$ cat config.mk
export PLATFORM = sky130hd
export DESIGN_NAME = conv3x3_mac_ctrl
export DESIGN_NICKNAME = d
export VERILOG_FILES = /design/src/rtl/conv_pkg.sv /design/src/rtl/conv_mac_pipe.sv /design/src/rtl/conv3x3_mac_ctrl.sv
export SDC_FILE = /design/constraint.sdc
export NUM_CORES = 1
export LEC_CHECK = 0
export CORE_ASPECT_RATIO = 0.8
export CORE_MARGIN = 4
export CORE_UTILIZATION = 63
export CTS_BUF_LIST = sky130_fd_sc_hd__clkbuf_16
export CTS_CLUSTER_DIAMETER = 40
export DETAILED_ROUTE_END_ITERATION = 6
export HOLD_SLACK_MARGIN = 0.03
export PLACE_DENSITY_LB_ADDON = 0.25
export RECOVER_POWER = 25
export SYNTH_ARGS = -nofsm -noshare
export SYNTH_HDL_FRONTEND = slang
export SYNTH_SLANG_ARGS = --single-unit
$ cat constraint.sdc
create_clock -name clk -period 3.7 [get_ports clk]
set_input_delay 0.555 -clock clk [delete_from_list [all_inputs] [get_ports clk]]
set_output_delay 0.555 -clock clk [all_outputs]
set_load 0.02 [all_outputs]
$ cat src/rtl/conv_pkg.sv
// Shared parameters, state encoding and width helper for the 3x3 convolution MAC controller.
package conv_pkg;

    localparam int DATA_W = 16;
    localparam int N_TAPS = 9;
    localparam int ADDR_W = 4;

    // Accumulator width: full product width plus enough guard bits for N_TAPS additions.
    function automatic int calc_acc_w(input int data_w, input int n_taps);
        return 2 * data_w + $clog2(n_taps);
    endfunction

    localparam int ACC_W = calc_acc_w(DATA_W, N_TAPS);

    typedef enum logic [1:0] {
        IDLE  = 2'd0,
        READ  = 2'd1,
        DRAIN = 2'd2,
        OUT   = 2'd3
    } state_t;

endpackage

$ cat src/rtl/conv_mac_pipe.sv
// Sample / multiply / accumulate datapath.
// Stage 1 aligns the valid/last flags with the RAM read data (one cycle after
// the read enable), stage 2 registers the signed product, stage 3 accumulates.
// out_vld is high in the cycle the last product is being added, so the final
// sum is on acc in the following cycle.
module conv_mac_pipe
    import conv_pkg::*;
(
    input  logic              clk,
    input  logic              rst_n,
    input  logic              in_vld,
    input  logic              last,
    input  logic [DATA_W-1:0] a,
    input  logic [DATA_W-1:0] b,
    input  logic              acc_clr,
    output logic [ACC_W-1:0]  acc,
    output logic              out_vld
);

    logic                       s1_vld;
    logic                       s1_last;
    logic                       p_vld;
    logic                       p_last;
    logic signed [2*DATA_W-1:0] prod;
    logic signed [2*DATA_W-1:0] a_ext;
    logic signed [2*DATA_W-1:0] b_ext;

    assign a_ext   = signed'({{DATA_W{a[DATA_W-1]}}, a});
    assign b_ext   = signed'({{DATA_W{b[DATA_W-1]}}, b});
    assign out_vld = p_vld && p_last;

    // Stage 1: read data becomes valid one cycle after the read enable.
    always_ff @(posedge clk or negedge rst_n) begin
        if (!rst_n) begin
            s1_vld  <= 1'b0;
            s1_last <= 1'b0;
        end else begin
            s1_vld  <= in_vld;
            s1_last <= in_vld && last;
        end
    end

    // Stage 2: registered signed product of the sampled data and weight.
    always_ff @(posedge clk or negedge rst_n) begin
        if (!rst_n) begin
            p_vld  <= 1'b0;
            p_last <= 1'b0;
            prod   <= '0;
        end else begin
            p_vld  <= s1_vld;
            p_last <= s1_vld && s1_last;
            if (s1_vld) begin
                prod <= a_ext * b_ext;
            end
        end
    end

    // Stage 3: accumulate sign-extended products; clear wins over add.
    always_ff @(posedge clk or negedge rst_n) begin
        if (!rst_n) begin
            acc <= '0;
        end else if (acc_clr) begin
            acc <= '0;
        end else if (p_vld) begin
            acc <= acc + {{(ACC_W-2*DATA_W){prod[2*DATA_W-1]}}, prod};
        end
    end

endmodule

$ cat src/rtl/conv3x3_mac_ctrl.sv
// 3x3 window MAC controller: reads N_TAPS data/weight pairs, accumulates their
// signed products and hands one result downstream with valid/ready.
// Optional build macro CONV_RELU_EN clamps negative results to zero.
//
// state | meaning
// IDLE  | waiting for start
// READ  | issuing reads to addresses 0..N_TAPS-1
// DRAIN | reads done, waiting for the last product to be accumulated
// OUT   | result_vld held until result_rdy
module conv3x3_mac_ctrl
    import conv_pkg::*;
(
    input  logic              clk,
    input  logic              rst_n,
    input  logic              start,
    output logic              busy,
    output logic              data_rd_en,
    output logic [ADDR_W-1:0] data_rd_addr,
    input  logic [DATA_W-1:0] data_rd_data,
    output logic              wgt_rd_en,
    output logic [ADDR_W-1:0] wgt_rd_addr,
    input  logic [DATA_W-1:0] wgt_rd_data,
    output logic              result_vld,
    input  logic              result_rdy,
    output logic [ACC_W-1:0]  result
);

    state_t             state;
    logic [ADDR_W-1:0]  addr;
    logic               rd_en;
    logic [ACC_W-1:0]   acc;
    logic [ACC_W-1:0]   acc_out;
    logic [ACC_W-1:0]   result_q;
    logic               acc_clr;
    logic               last_tap;
    logic               done;

    assign busy         = (state != IDLE);
    assign data_rd_en   = rd_en;
    assign wgt_rd_en    = rd_en;
    assign data_rd_addr = addr;
    assign wgt_rd_addr  = addr;
    assign acc_clr      = (state == IDLE) && start;
    assign last_tap     = (addr == ADDR_W'(N_TAPS - 1));

    // While presenting, result tracks the (now stable) accumulator; afterwards
    // the captured copy is kept so a new run's accumulator clear is invisible.
    assign result = result_vld ? acc_out : result_q;

    // Output shaping of the accumulator.
    always_comb begin
        acc_out = acc;
`ifdef CONV_RELU_EN
        if (acc[ACC_W-1]) begin
            acc_out = '0;
        end
`endif
    end

    conv_mac_pipe u_pipe (
        .clk     (clk),
        .rst_n   (rst_n),
        .in_vld  (rd_en),
        .last    (rd_en && last_tap),
        .a       (data_rd_data),
        .b       (wgt_rd_data),
        .acc_clr (acc_clr),
        .acc     (acc),
        .out_vld (done)
    );

    // Sequencing FSM with read address counter and registered outputs.
    always_ff @(posedge clk or negedge rst_n) begin
        if (!rst_n) begin
            state      <= IDLE;
            addr       <= '0;
            rd_en      <= 1'b0;
            result_vld <= 1'b0;
            result_q   <= '0;
        end else begin
            case (state)
                IDLE: begin
                    if (start) begin
                        state <= READ;
                        rd_en <= 1'b1;
                        addr  <= '0;
                    end
                end
                READ: begin
                    if (last_tap) begin
                        state <= DRAIN;
                        rd_en <= 1'b0;
                        addr  <= '0;
                    end else begin
                        addr <= addr + ADDR_W'(1);
                    end
                end
                DRAIN: begin
                    if (done) begin
                        state      <= OUT;
                        result_vld <= 1'b1;
                    end
                end
                OUT: begin
                    if (result_rdy) begin
                        state      <= IDLE;
                        result_vld <= 1'b0;
                        result_q   <= acc_out;
                    end
                end
                default: begin
                    state      <= IDLE;
                    rd_en      <= 1'b0;
                    addr       <= '0;
                    result_vld <= 1'b0;
                end
            endcase
        end
    end

endmodule

# Word-level counts from Yosys, hierarchy flattened
# Cells that the tools add are included.
word_totals:
  out_inout_bits: 48
  ff_bits: 116
  word_cells: 54
classes:
  n_reduce_logical: 15
  mux: 17
  n_mul: 1
  n_eq_ne: 8
  addsub: 2
ops:
  columns: ["op", "n"]
  rows:
  - ["36-bit 2-to-1 mux", 3]
  - ["36-bit adder", 1]
  - ["16-bit by 16-bit multiplier with 32-bit output", 1]
  - ["2-bit 2-to-1 mux", 4]
  - ["4-bit 2-to-1 mux", 2]
  - ["2-bit != test, second input constant", 4]
  - ["2-bit one-hot mux with 4 select lines", 1]
  - ["4-bit one-hot mux with 2 select lines", 1]
  - ["2-bit nonzero test", 4]
  - ["3-bit AND reduction", 2]
  - ["1-bit logical AND", 5]
  - ["4-bit by 1-bit adder with 4-bit output, second input constant", 1]
  - ["2-bit equality test, second input constant", 2]
  - ["4-bit equality test, second input constant", 1]
  - ["1-bit 2-to-1 mux", 4]
  - ["1-bit one-hot mux with 2 select lines", 2]
  - ["2-bit AND reduction", 2]
  - ["4-bit AND reduction", 1]
  - ["2-bit by 1-bit equality test with 1-bit output, second input constant", 1]
  - ["2-bit logical NOT", 1]

# Longest topological paths before layout
# Gate-level depths: netlist (run 1).
depth:
  word_depth: 3
  mapped_depth: 23
  ltp_nobuf: 22

# Cells and area by module
# A second synthesis (run 1) with hierarchy kept.
hier_totals:
  cells_unflattened: 1690
  area_unflattened_um2: 16545.9
modules_own_cells:
  columns: ["module", "area_per_inst_um2", "instances", "seq_area_each_um2", "cells_per_inst"]
  rows:
  - ["conv_mac_pipe", 14242.4, 1, 1801.7, 1518]
  - ["conv3x3_mac_ctrl", 2303.5, 1, 1101.1, 172]

# Worst setup path after synthesis (run 1)
# No wires, ideal clock.
synth_timing:
  path_type: "input-to-reg"
  startpoint: "in data_rd_data[15]"
  endpoint: "reg u_pipe.prod[31]"
  t_arrival_ns: 6.184
  path_slack_ns: -2.621
  path_stages: 21
  cell_sequence: "clkbuf_1 > nand2_1 > inv_1 > fa_1 > fa_1 > fa_1 > fa_1 > fa_1 > inv_1 > fa_1 > inv_1 > ha_1 > a21o_1 > a21oi_1 > o2111ai_1 > a221oi_2 > nor3_1 > a2111oi_4 > a21oi_1 > xnor2_1 > a21oi_1"
synth_via:
  elab_chain_cells: 1
synth_rtl:
  columns: ["element", "line_no", "source"]
  rows:
  - ["start, declared", "conv3x3_mac_ctrl.sv:19", "input logic [DATA_W-1:0] data_rd_data,"]
  - ["16-bit by 16-bit multiplier with 32-bit output", "conv_mac_pipe.sv:53", "prod <= a_ext * b_ext;"]
  - ["end signal, assigned", "conv_mac_pipe.sv:53", null]
  - ["end, declared", "conv_mac_pipe.sv:24", "logic signed [2*DATA_W-1:0] prod;"]
# No other way between the ends.
# A chain may end at the register's enable or synchronous reset.

# Worst setup path after layout (run 1)
layout_timing:
  startpoint: "in data_rd_data[11]"
  endpoint: "reg u_pipe.prod[31]"
# Same word-level chain as after synthesis.

==> flow_summary.yaml, run 1 <==
global_route:
  gr-usage-met2: 0.5800
  grt_use_met3: 0.07364
  busiest_layer: "met2"
  grt_max_degree: 67
  grt_pass1_wl_mm: 77.38
  antenna_found_initial: 1
  gr-total-overflow: 0
  first_global_vias: 15540
  grt_use_total: 0.3325
  gr-usage-met1: 0.3994
critical_path:
  crit_type: "primary input to flip-flop"
  r2r_end: "u_pipe.acc[34]$_DFFE_PN0P_"
  rr_startpoint: "u_pipe.acc[0]$_DFFE_PN0P_"
  reg2reg_depth: 11
  r2r_setup_slack_ns: 0.17
  start_kind: "primary input"
  critPathMaxFanout: 6
  required_ns: 3.98
  critPathBufInv: 8
  arrival_ns: 6.27
  end_kind: "flip-flop"
  slowest_stage: "fa_2"
  slowest_delay_ns: 0.60
  path_delay_family: "adder cells"
  cpMostUsedCell: "fa_2"
layout:
  ff_latch_area_mm2: 0.002903
  syn_to_final_growth_pct: 31.59
  drive_above_1_share: 0.3328
  multi_input_area_mm2: 0.01333
  antennaDiodeCount: 0
  fin_nets: 2443
  n_fill_cell: 1233
floorplan:
  num_io_pins: 84
  fp.dieH_um: 153.0
  num_rows: 52
  coreArea_mm2: 0.02557
  die_w_um: 189.3
  die-area_mm2: 0.02897
  start_util: 0.6479
timing:
  post-route-period-util: 1.620
  fmax_ghz: 0.1668
  relSlewSlack: -0.1205
  rsz0062_at_grt: "yes"
  tightest_slew_ns: 1.681
  setup_viol_count_final: 26
  post-route-min-period_ns: 5.995
  report.final.slew_viol_count: 66
  hold_slack_ns: 0.4937
  final.setup.worst_slack_ns: -2.295
  hold_viol: 0
  fin_skew_ns: 0.009984
clock_network:
  cts_buffers: 17
  clkTransAtPathRegs_ns: 0.05
  postCtsHoldBufs: 0
  clock_path_buffers: 2
  clock_latency_ns: 0.42
  cts_tree: "done"
  htree_levels: 4
  cts.sinks: 116
  root_buffer: "clkbuf_16"
logic_synthesis:
  synth_area_mm2: 0.01657
  synth_flop_cell: "dfrtp_1"
  synth_compound_area_frac: 0.08233
  synth_edf_count: 0
  synth_seq_cells: 116
  synth.avg_cell_area_um2: 9.688
  yosysUniqueCellTypes: 73
  synth_fp_nets: 2133
  async_flop_share: 1.000
  synthSimpleGateAreaFrac: 0.1295
  synthXorXnorAreaFrac: 0.03278
  synth_cells: 1710
  synthAdderAreaFrac: 0.4115
  synth_top_family_by_area: "adder cells"
  synthMuxAreaShare: 0.08104
  synth-seq-area-share: 0.1752
  yosysWarnings: 0
detailed_routing:
  drcViolationCount: 2
  wl_per_cell_um: 21.86
  vias_per_cell: 6.051
  dr.pass1.iters: 7
  drt_iter0_drc: 1163
  num_vias: 14410
  routed_wl_mm: 52.07
  drt.antenna.violating_nets: 0
hold_path:
  worstHoldPathType: "flip-flop to flip-flop"
  min_path_cells: 1
  hold_path_end: "u_pipe.p_last$_DFF_PN0_"
  min_from: "u_pipe.s1_last$_DFF_PN0_"
run:
  maxCapViolations: 1
run_status:
  violations: "DRC, capacitance limit, slew limit, setup timing"
  status: "complete, but fails checks"
placed_design:
  dpl.hpwl_mm: 31.08
  gp_congestion: 0.9072
  portBuffers: 83
==> logic make-up (layout without fill, tap and decap cells) <==
family / Yosys count / in the layout
xor gates and xnor gates: 62 / 62
muxes: 122 / 122
buffers and inverters: 381 / 702
and+or+nand+nor: 439 / 439
DFF: 116 / 116
AOI/OAI and AO/OA: 203 / 203
adders and majority gates: 387 / 387
==> stage by stage <==
step / setup slack, ns / utilization / cell area [um^2] / cells / setup TNS, ns
floorplan: -2.084 / - / 17260 / 1710 / -37.34
global placement: -2.940 / 0.7606 / 19450 / 2250 / -62.82
detailed placement: -3.047 / 0.7606 / 19450 / 2250 / -66.01
CTS: -2.165 / 0.8342 / 21330 / 2366 / -41.91
global route: -2.490 / 0.8525 / 21800 / 2382 / -48.51
finish: -2.295 / 0.8525 / 21800 / 2382 / -45.33
==> what timing repair did <==
item	in CTS	in global routing
setup endpoints to repair	28	27
pin swaps	118	66
resized for setup	291	126
buffers inserted	72	19
gates cloned	14	0
==> final cells by class <==
cell class              instances  share of cell area
clock inverters                13            0.009815
clock buffers                  17             0.01952
inverters                     319             0.05516
repair buffers                353              0.1507
multi-input cells            1213              0.6115
flip-flops and latches        116              0.1332
well taps                     351             0.02015
==> synth_stat cells (22+ instances only) <==
library cell	count	area [um^2]
and2_1	129	807.0
mux2_2	97	1092
nor2_1	74	277.8
clkbuf_1	48	180.2
xnor2_1	45	394.1
fa_1	263	5265
inv_1	318	1194
dfrtp_1	116	2903
o21ai_0	45	225.2
a21o_1	22	165.2
ha_1	124	1551
nand2_1	159	596.8
mux2i_1	25	250.2
a21oi_1	54	270.3
==> per-layer routing <==
metal | share of wire | up-vias | wire (um)
met2 | 0.50 | 866 | 25840
li1 | - | 6054 | -
met1 | 0.35 | 7151 | 18100
met4 | 0.071 | 2 | 3712
met5 | 0.00035 | - | 18
met3 | 0.085 | 341 | 4406
==> worst max path at each step <==
stage                     start                          end  depth (start not counted)
2_1_floorplan  data_rd_data[15]  u_pipe.prod[30]$_DFFE_PN0P_                         21
3_3_place_gp   data_rd_data[15]  u_pipe.prod[31]$_DFFE_PN0P_                         21
3_5_place_dp     wgt_rd_data[4]  u_pipe.prod[31]$_DFFE_PN0P_                         22
4_1_cts        data_rd_data[15]  u_pipe.prod[31]$_DFFE_PN0P_                         24
5_1_grt         wgt_rd_data[12]  u_pipe.prod[31]$_DFFE_PN0P_                         25
6_report       data_rd_data[11]  u_pipe.prod[31]$_DFFE_PN0P_                         25
==> flip-flops by register name, summed over array words and instances, names as in the netlist <==
| name | count |
|---|---|
| result_q | 36 |
| u_pipe.acc | 36 |
| u_pipe.prod | 32 |
| data_rd_addr | 4 |
| state | 2 |
| data_rd_en | 1 |
| result_vld | 1 |
| u_pipe.p_last | 1 |
| u_pipe.p_vld | 1 |
| u_pipe.s1_last | 1 |
| u_pipe.s1_vld | 1 |
==> layout by cell type, fill, tap and decap left out, drive strengths merged, types with 6 or more instances in the layout <==
master,synthesis,layout
mux2i,25,25
bufinv,0,6
a31oi,6,6
mux2,97,97
and3,9,9
a21o,22,22
dfrtp,116,116
xnor2,45,45
a21oi,57,57
clkinv,1,8
nor2,74,74
nor3,16,16
a211oi,10,10
clkdlybuf4s50,0,51
nand2,159,159
o21ai,46,46
inv,318,318
o21bai,8,8
clkbuf,49,19
o21a,8,8
and2,131,131
ha,124,124
fa,263,263
buf,13,297
nand3,18,18
xor2,17,17
nor4,6,6
Power of run 1 is left out: the tool's default activity adds up to more than one toggle a clock period on the data nets, which glitch-free logic cannot reach.
==> inputs of run 2 (changes only) <==
CORE_UTILIZATION = 65   (was 63)
DONT_BUFFER_PORTS = 1   (was not set)
==> run 2 against run 1 <==
  * The flow finishes with violations (capacitance limit, slew limit, setup timing)
  * Cell count decreased by 11%
  * Die area decreased by 2.9%
  * Utilization decreased by 8.0 points
==> flow_summary.yaml, run 2 (synthesis results as in run 1) <==
timing:
  fin_setup_tns_ns: -32.15
  tightest_slew_ns: 2.851
  final.setup.worst_slack_ns: -1.849
  fmax_ghz: 0.1802
  rsz0062_at_grt: "yes"
  hold_viol: 0
  relSlewSlack: -0.9004
  post-route-period-util: 1.500
  setup_viol_count_final: 25
  fin_skew_ns: 0.007609
  post-route-min-period_ns: 5.549
  report.final.slew_viol_count: 117
floorplan:
  fp.dieH_um: 150.8
  coreArea_mm2: 0.02469
  num_rows: 51
  start_util: 0.6708
  die_w_um: 186.5
  die-area_mm2: 0.02812
  num_io_pins: 84
run_status:
  violations: "capacitance limit, slew limit, setup timing"
  status: "complete, but fails checks"
global_route:
  gr-total-overflow: 0
  busiest_layer: "met2"
  grt_pass1_wl_mm: 64.56
  grt_use_total: 0.2803
  grt_use_met3: 0.04401
  gr-usage-met2: 0.5172
  first_global_vias: 13740
  grt_max_degree: 117
  gr-usage-met1: 0.3465
  antenna_found_initial: 0
clock_network:
  cts_tree: "done"
  root_buffer: "clkbuf_16"
  htree_levels: 4
  cts.sinks: 116
  clock_latency_ns: 0.42
  clock_path_buffers: 2
  cts_buffers: 17
  clkTransAtPathRegs_ns: 0.05
critical_path:
  critPathMaxFanout: 4
  cpMostUsedCell: "fa_1"
  arrival_ns: 5.85
  start_kind: "primary input"
  critPathBufInv: 5
  slowest_stage: "fa_1"
  crit_path_cell_trace: "clkinvlp_4 -> buf_6 -> nor2_4 -> fa_1 -> fa_1 -> fa_1 -> fa_1 -> fa_1 -> inv_1 -> fa_1 -> inv_2 -> ha_4 -> a21oi_4 -> o211a_1 -> o2111ai_2 -> a221oi_4 -> nor3_2 -> a2111oi_4 -> buf_4 -> xnor2_1 -> mux2_2"
  required_ns: 4.00
  path_delay_family: "adder cells"
  slowest_delay_ns: 0.58
  crit_type: "primary input to flip-flop"
  end_kind: "flip-flop"
placed_design:
  dpl.hpwl_mm: 29.16
  portBuffers: 0
  gp_congestion: 0.8767
layout:
  n_fill_cell: 1696
  final_cell_mix: "inv_1 (292), fa_1 (250), nand2_1 (147)"
  antennaDiodeCount: 0
  final_common_cell: "inv_1"
  drive_above_1_share: 0.2295
  reg.largest.list: "result_q (36), u_pipe.acc (36), u_pipe.prod (32)"
  fin_nets: 2215
  syn_to_final_growth_pct: 15.21
detailed_routing:
  wl_per_cell_um: 17.75
  vias_per_cell: 5.788
  drcViolationCount: 0
  dr.pass1.iters: 5
  drt.antenna.violating_nets: 0
  num_vias: 12280
  drt_iter0_drc: 550
  routed_wl_mm: 37.66
run:
  maxCapViolations: 1
hold_path:
  worstHoldPathType: "primary input to flip-flop"
==> run 2: changes by cell type in the layout (fill, tap and decap cells not counted), moves of 12 or more <==
cell             previous run  this run
buf_4                     201       104
clkdlybuf4s50_1            51         0
buf_6                      57        20
fa_1                      221       250
fa_2                       42        13
and2_1                     95       113
and2_4                     34        17
inv_1                     276       292
buf_12                     14         0
inv_2                      40        26
buf_2                      12         0
==> run 2: layer usage <==
layer	part of all wire	routed length [um]	up-vias
met1	0.40	15100	6289
met3	0.046	1725	85
li1	-	-	5571
met4	0.025	943	0
met2	0.53	19890	338
met5	0	0	-
==> run 2: worst paths after layout <==
kind                                            from                           to  slack (ns)  depth (start not counted)
min reg2reg                 u_pipe.s1_last$_DFF_PN0_      u_pipe.p_last$_DFF_PN0_        0.47                          1
max in group asynchronous                      rst_n       result_vld$_DFFE_PN0P_        0.80                          1
max                                  wgt_rd_data[15]  u_pipe.prod[29]$_DFFE_PN0P_       -1.85                         21
max reg2reg                u_pipe.acc[0]$_DFFE_PN0P_   u_pipe.acc[34]$_DFFE_PN0P_        0.29                         11
min in group asynchronous                      rst_n      result_q[3]$_DFFE_PN0P_        0.99                          1
min                                   wgt_rd_data[0]   u_pipe.prod[0]$_DFFE_PN0P_        0.33                          2
==> run 2: through the flow <==
step | instances | instance area (um^2) | setup slack, ns | utilization | hold slack [ns]
6_report | 2122 | 19090 | -1.849 | 0.7729 | 0.3267
5_1_grt | 2122 | 19090 | -2.023 | 0.7729 | 0.3221
4_1_cts | 2111 | 18840 | -1.785 | 0.7628 | 0.1187
3_5_place_dp | 2070 | 17940 | -2.282 | 0.7264 | 0.2620
3_3_place_gp | 2070 | 17940 | -2.150 | 0.7264 | 0.2627
2_1_floorplan | 1710 | 17260 | -2.084 | - | 0.2594
==> run 2: repair_timing <==
action                                 4_1_cts  5_1_grt
resized for setup                           69       44
setup endpoints to repair                   25       25
pin swaps                                   49       39
endpoints found under the hold margin      116        0
setup buffers                               10       12
hold buffers                                 1        0
==> run 2: final cells by class <==
class | count | area [um^2] | area share
multi-input combinational | 1213 | 13050 | 0.6837
tap | 318 | 397.9 | 0.02085
clock inverter | 14 | 97.59 | 0.005113
clock buffer | 17 | 425.4 | 0.02229
sequential | 116 | 2904 | 0.1522
timing repair buffer | 125 | 1011 | 0.05297
inverter | 319 | 1201 | 0.06293
Power of run 2 is left out for the same reason.
==> inputs of run 3 (changes only) <==
CORE_ASPECT_RATIO = not set   (was 0.8)
==> run 3 against run 2 <==
  * The flow still finishes with violations (capacitance limit, slew limit, setup timing)
  * Critical path type unchanged
  * Cell count up 0.14%
  * Sequential cell count did not move
  * Via count decreased by 0.69%
==> flow_summary.yaml, run 3 (synthesis results as in run 1) <==
clock_network:
  cts_tree: "done"
  clock_path_buffers: 2
  clkTransAtPathRegs_ns: 0.05
  root_buffer: "clkbuf_16"
  cts.sinks: 116
  clock_latency_ns: 0.42
  cts_buffers: 17
  htree_levels: 4
critical_path:
  critPathCapture: "u_pipe.prod[31]$_DFFE_PN0P_"
  cp-startpoint: "data_rd_data[15]"
  required_ns: 3.97
  crit_path_cell_trace: "and2_4 -> fa_2 -> fa_2 -> fa_1 -> fa_1 -> fa_1 -> inv_1 -> fa_1 -> inv_2 -> ha_4 -> a21o_1 -> a21oi_2 -> o2111ai_2 -> a221oi_2 -> nor3_2 -> a2111oi_4 -> a21oi_1 -> xnor2_1 -> a21oi_1"
  end_kind: "flip-flop"
  reg2reg_depth: 11
  r2r_end: "u_pipe.acc[34]$_DFFE_PN0P_"
  r2r_setup_slack_ns: 0.27
  slowest_delay_ns: 0.62
  slowest_stage: "fa_2"
  critPathMaxFanout: 16
  cpMostUsedCell: "fa_1"
  rr_startpoint: "u_pipe.acc[0]$_DFFE_PN0P_"
  start_kind: "primary input"
  arrival_ns: 5.62
  crit_type: "primary input to flip-flop"
timing:
  fin_setup_tns_ns: -31.14
  hold_viol: 0
  post-route-period-util: 1.445
  report.final.slew_viol_count: 117
  setup_viol_count_final: 25
  final.setup.worst_slack_ns: -1.645
  rsz0062_at_grt: "yes"
  relSlewSlack: -0.8620
  tightest_slew_ns: 2.793
  post-route-min-period_ns: 5.345
  hold_slack_ns: 0.2824
  fin_skew_ns: 0.01017
  fmax_ghz: 0.1871
layout:
  reg.largest.list: "result_q (36), u_pipe.acc (36), u_pipe.prod (32)"
  fin_nets: 2205
  n_fill_cell: 1713
  antennaDiodeCount: 0
  syn_to_final_growth_pct: 14.60
  final_common_cell: "inv_1"
  final_cell_mix: "inv_1 (295), fa_1 (249), nand2_1 (150)"
  drive_above_1_share: 0.2251
global_route:
  grt_pass1_wl_mm: 64.19
  first_global_vias: 13830
  grt_max_degree: 117
  antenna_found_initial: 0
  grt_use_total: 0.2776
  gr-total-overflow: 0
run:
  maxCapViolations: 1
detailed_routing:
  dr.pass1.iters: 7
  num_vias: 12200
  routed_wl_mm: 37.10
  vias_per_cell: 5.740
  drt_iter0_drc: 678
  drcViolationCount: 0
  drt.antenna.violating_nets: 0
  wl_per_cell_um: 17.46
placed_design:
  dpl.hpwl_mm: 29.09
  gp_congestion: 0.8647
  portBuffers: 0
run_status:
  status: "complete, but fails checks"
  violations: "capacitance limit, slew limit, setup timing"
floorplan:
  fp.dieH_um: 167.6
  num_io_pins: 84
  die-area_mm2: 0.02810
  coreArea_mm2: 0.02511
  num_rows: 58
  die_w_um: 167.6
  start_util: 0.6598
hold_path:
  min_path_cells: 2
  worstHoldPathType: "primary input to flip-flop"
-- run 3: worst min-delay path by stage --
stage                               start                           to  slack (ns)
final                     data_rd_data[0]   u_pipe.prod[0]$_DFFE_PN0P_        0.28
after global placement              rst_n      result_q[5]$_DFFE_PN0P_        0.26
after detailed placement            rst_n      result_q[4]$_DFFE_PN0P_        0.26
after floorplan                     rst_n  data_rd_addr[0]$_DFFE_PN0P_        0.26
after CTS                           rst_n      result_q[4]$_DFFE_PN0P_        0.12
after global routing      data_rd_data[0]   u_pipe.prod[0]$_DFFE_PN0P_        0.31
-- run 3: cell type report --
type	instances	area, um^2	area share
sequential	116	2904	0.1530
multi-input combinational	1213	13010	0.6853
timing repair buffer	115	887.1	0.04673
tap	330	412.9	0.02175
clock inverter	15	143.9	0.007579
clock buffer	17	425.4	0.02241
inverter	319	1201	0.06327
-- run 3: per-stage QoR --
step,setup slack (ns),std cells,cell area (um^2),utilization
2_1_floorplan,-2.084,1710,17260,-
3_3_place_gp,-2.092,2083,17960,0.7153
4_1_cts,-1.674,2122,18800,0.7487
5_1_grt,-1.939,2125,18980,0.7561
6_report,-1.645,2125,18980,0.7561
3_5_place_dp,-2.235,2083,17960,0.7153
-- run 3: metal layers --
layer	up-vias	wire, um	track usage
li1	5539	-	-
met1	6239	14230	0.3308
met2	303	19830	0.5087
met3	117	1468	0.03730
met4	0	1575	0.1104
met5	-	0	0
-- run 3: what timing repair did --
action	in CTS	in global routing
gates resized for setup	47	46
hold buffers	1	0
setup endpoints to repair	25	25
pin swaps	30	37
buffers inserted	6	5
gates cloned	0	0
hold endpoints to repair	116	0
-- run 3: critical path, delay by kind of cell --
family / cells / cell delay (ns)
buffers and inverters: 2 / 0.10
adder cells (fa/ha/maj): 7 / 3.32
AO/OA/AOI/OAI: 7 / 1.23
XOR/XNOR: 1 / 0.15
AND/OR/NAND/NOR: 2 / 0.25
Power of run 3 is left out for the same reason.
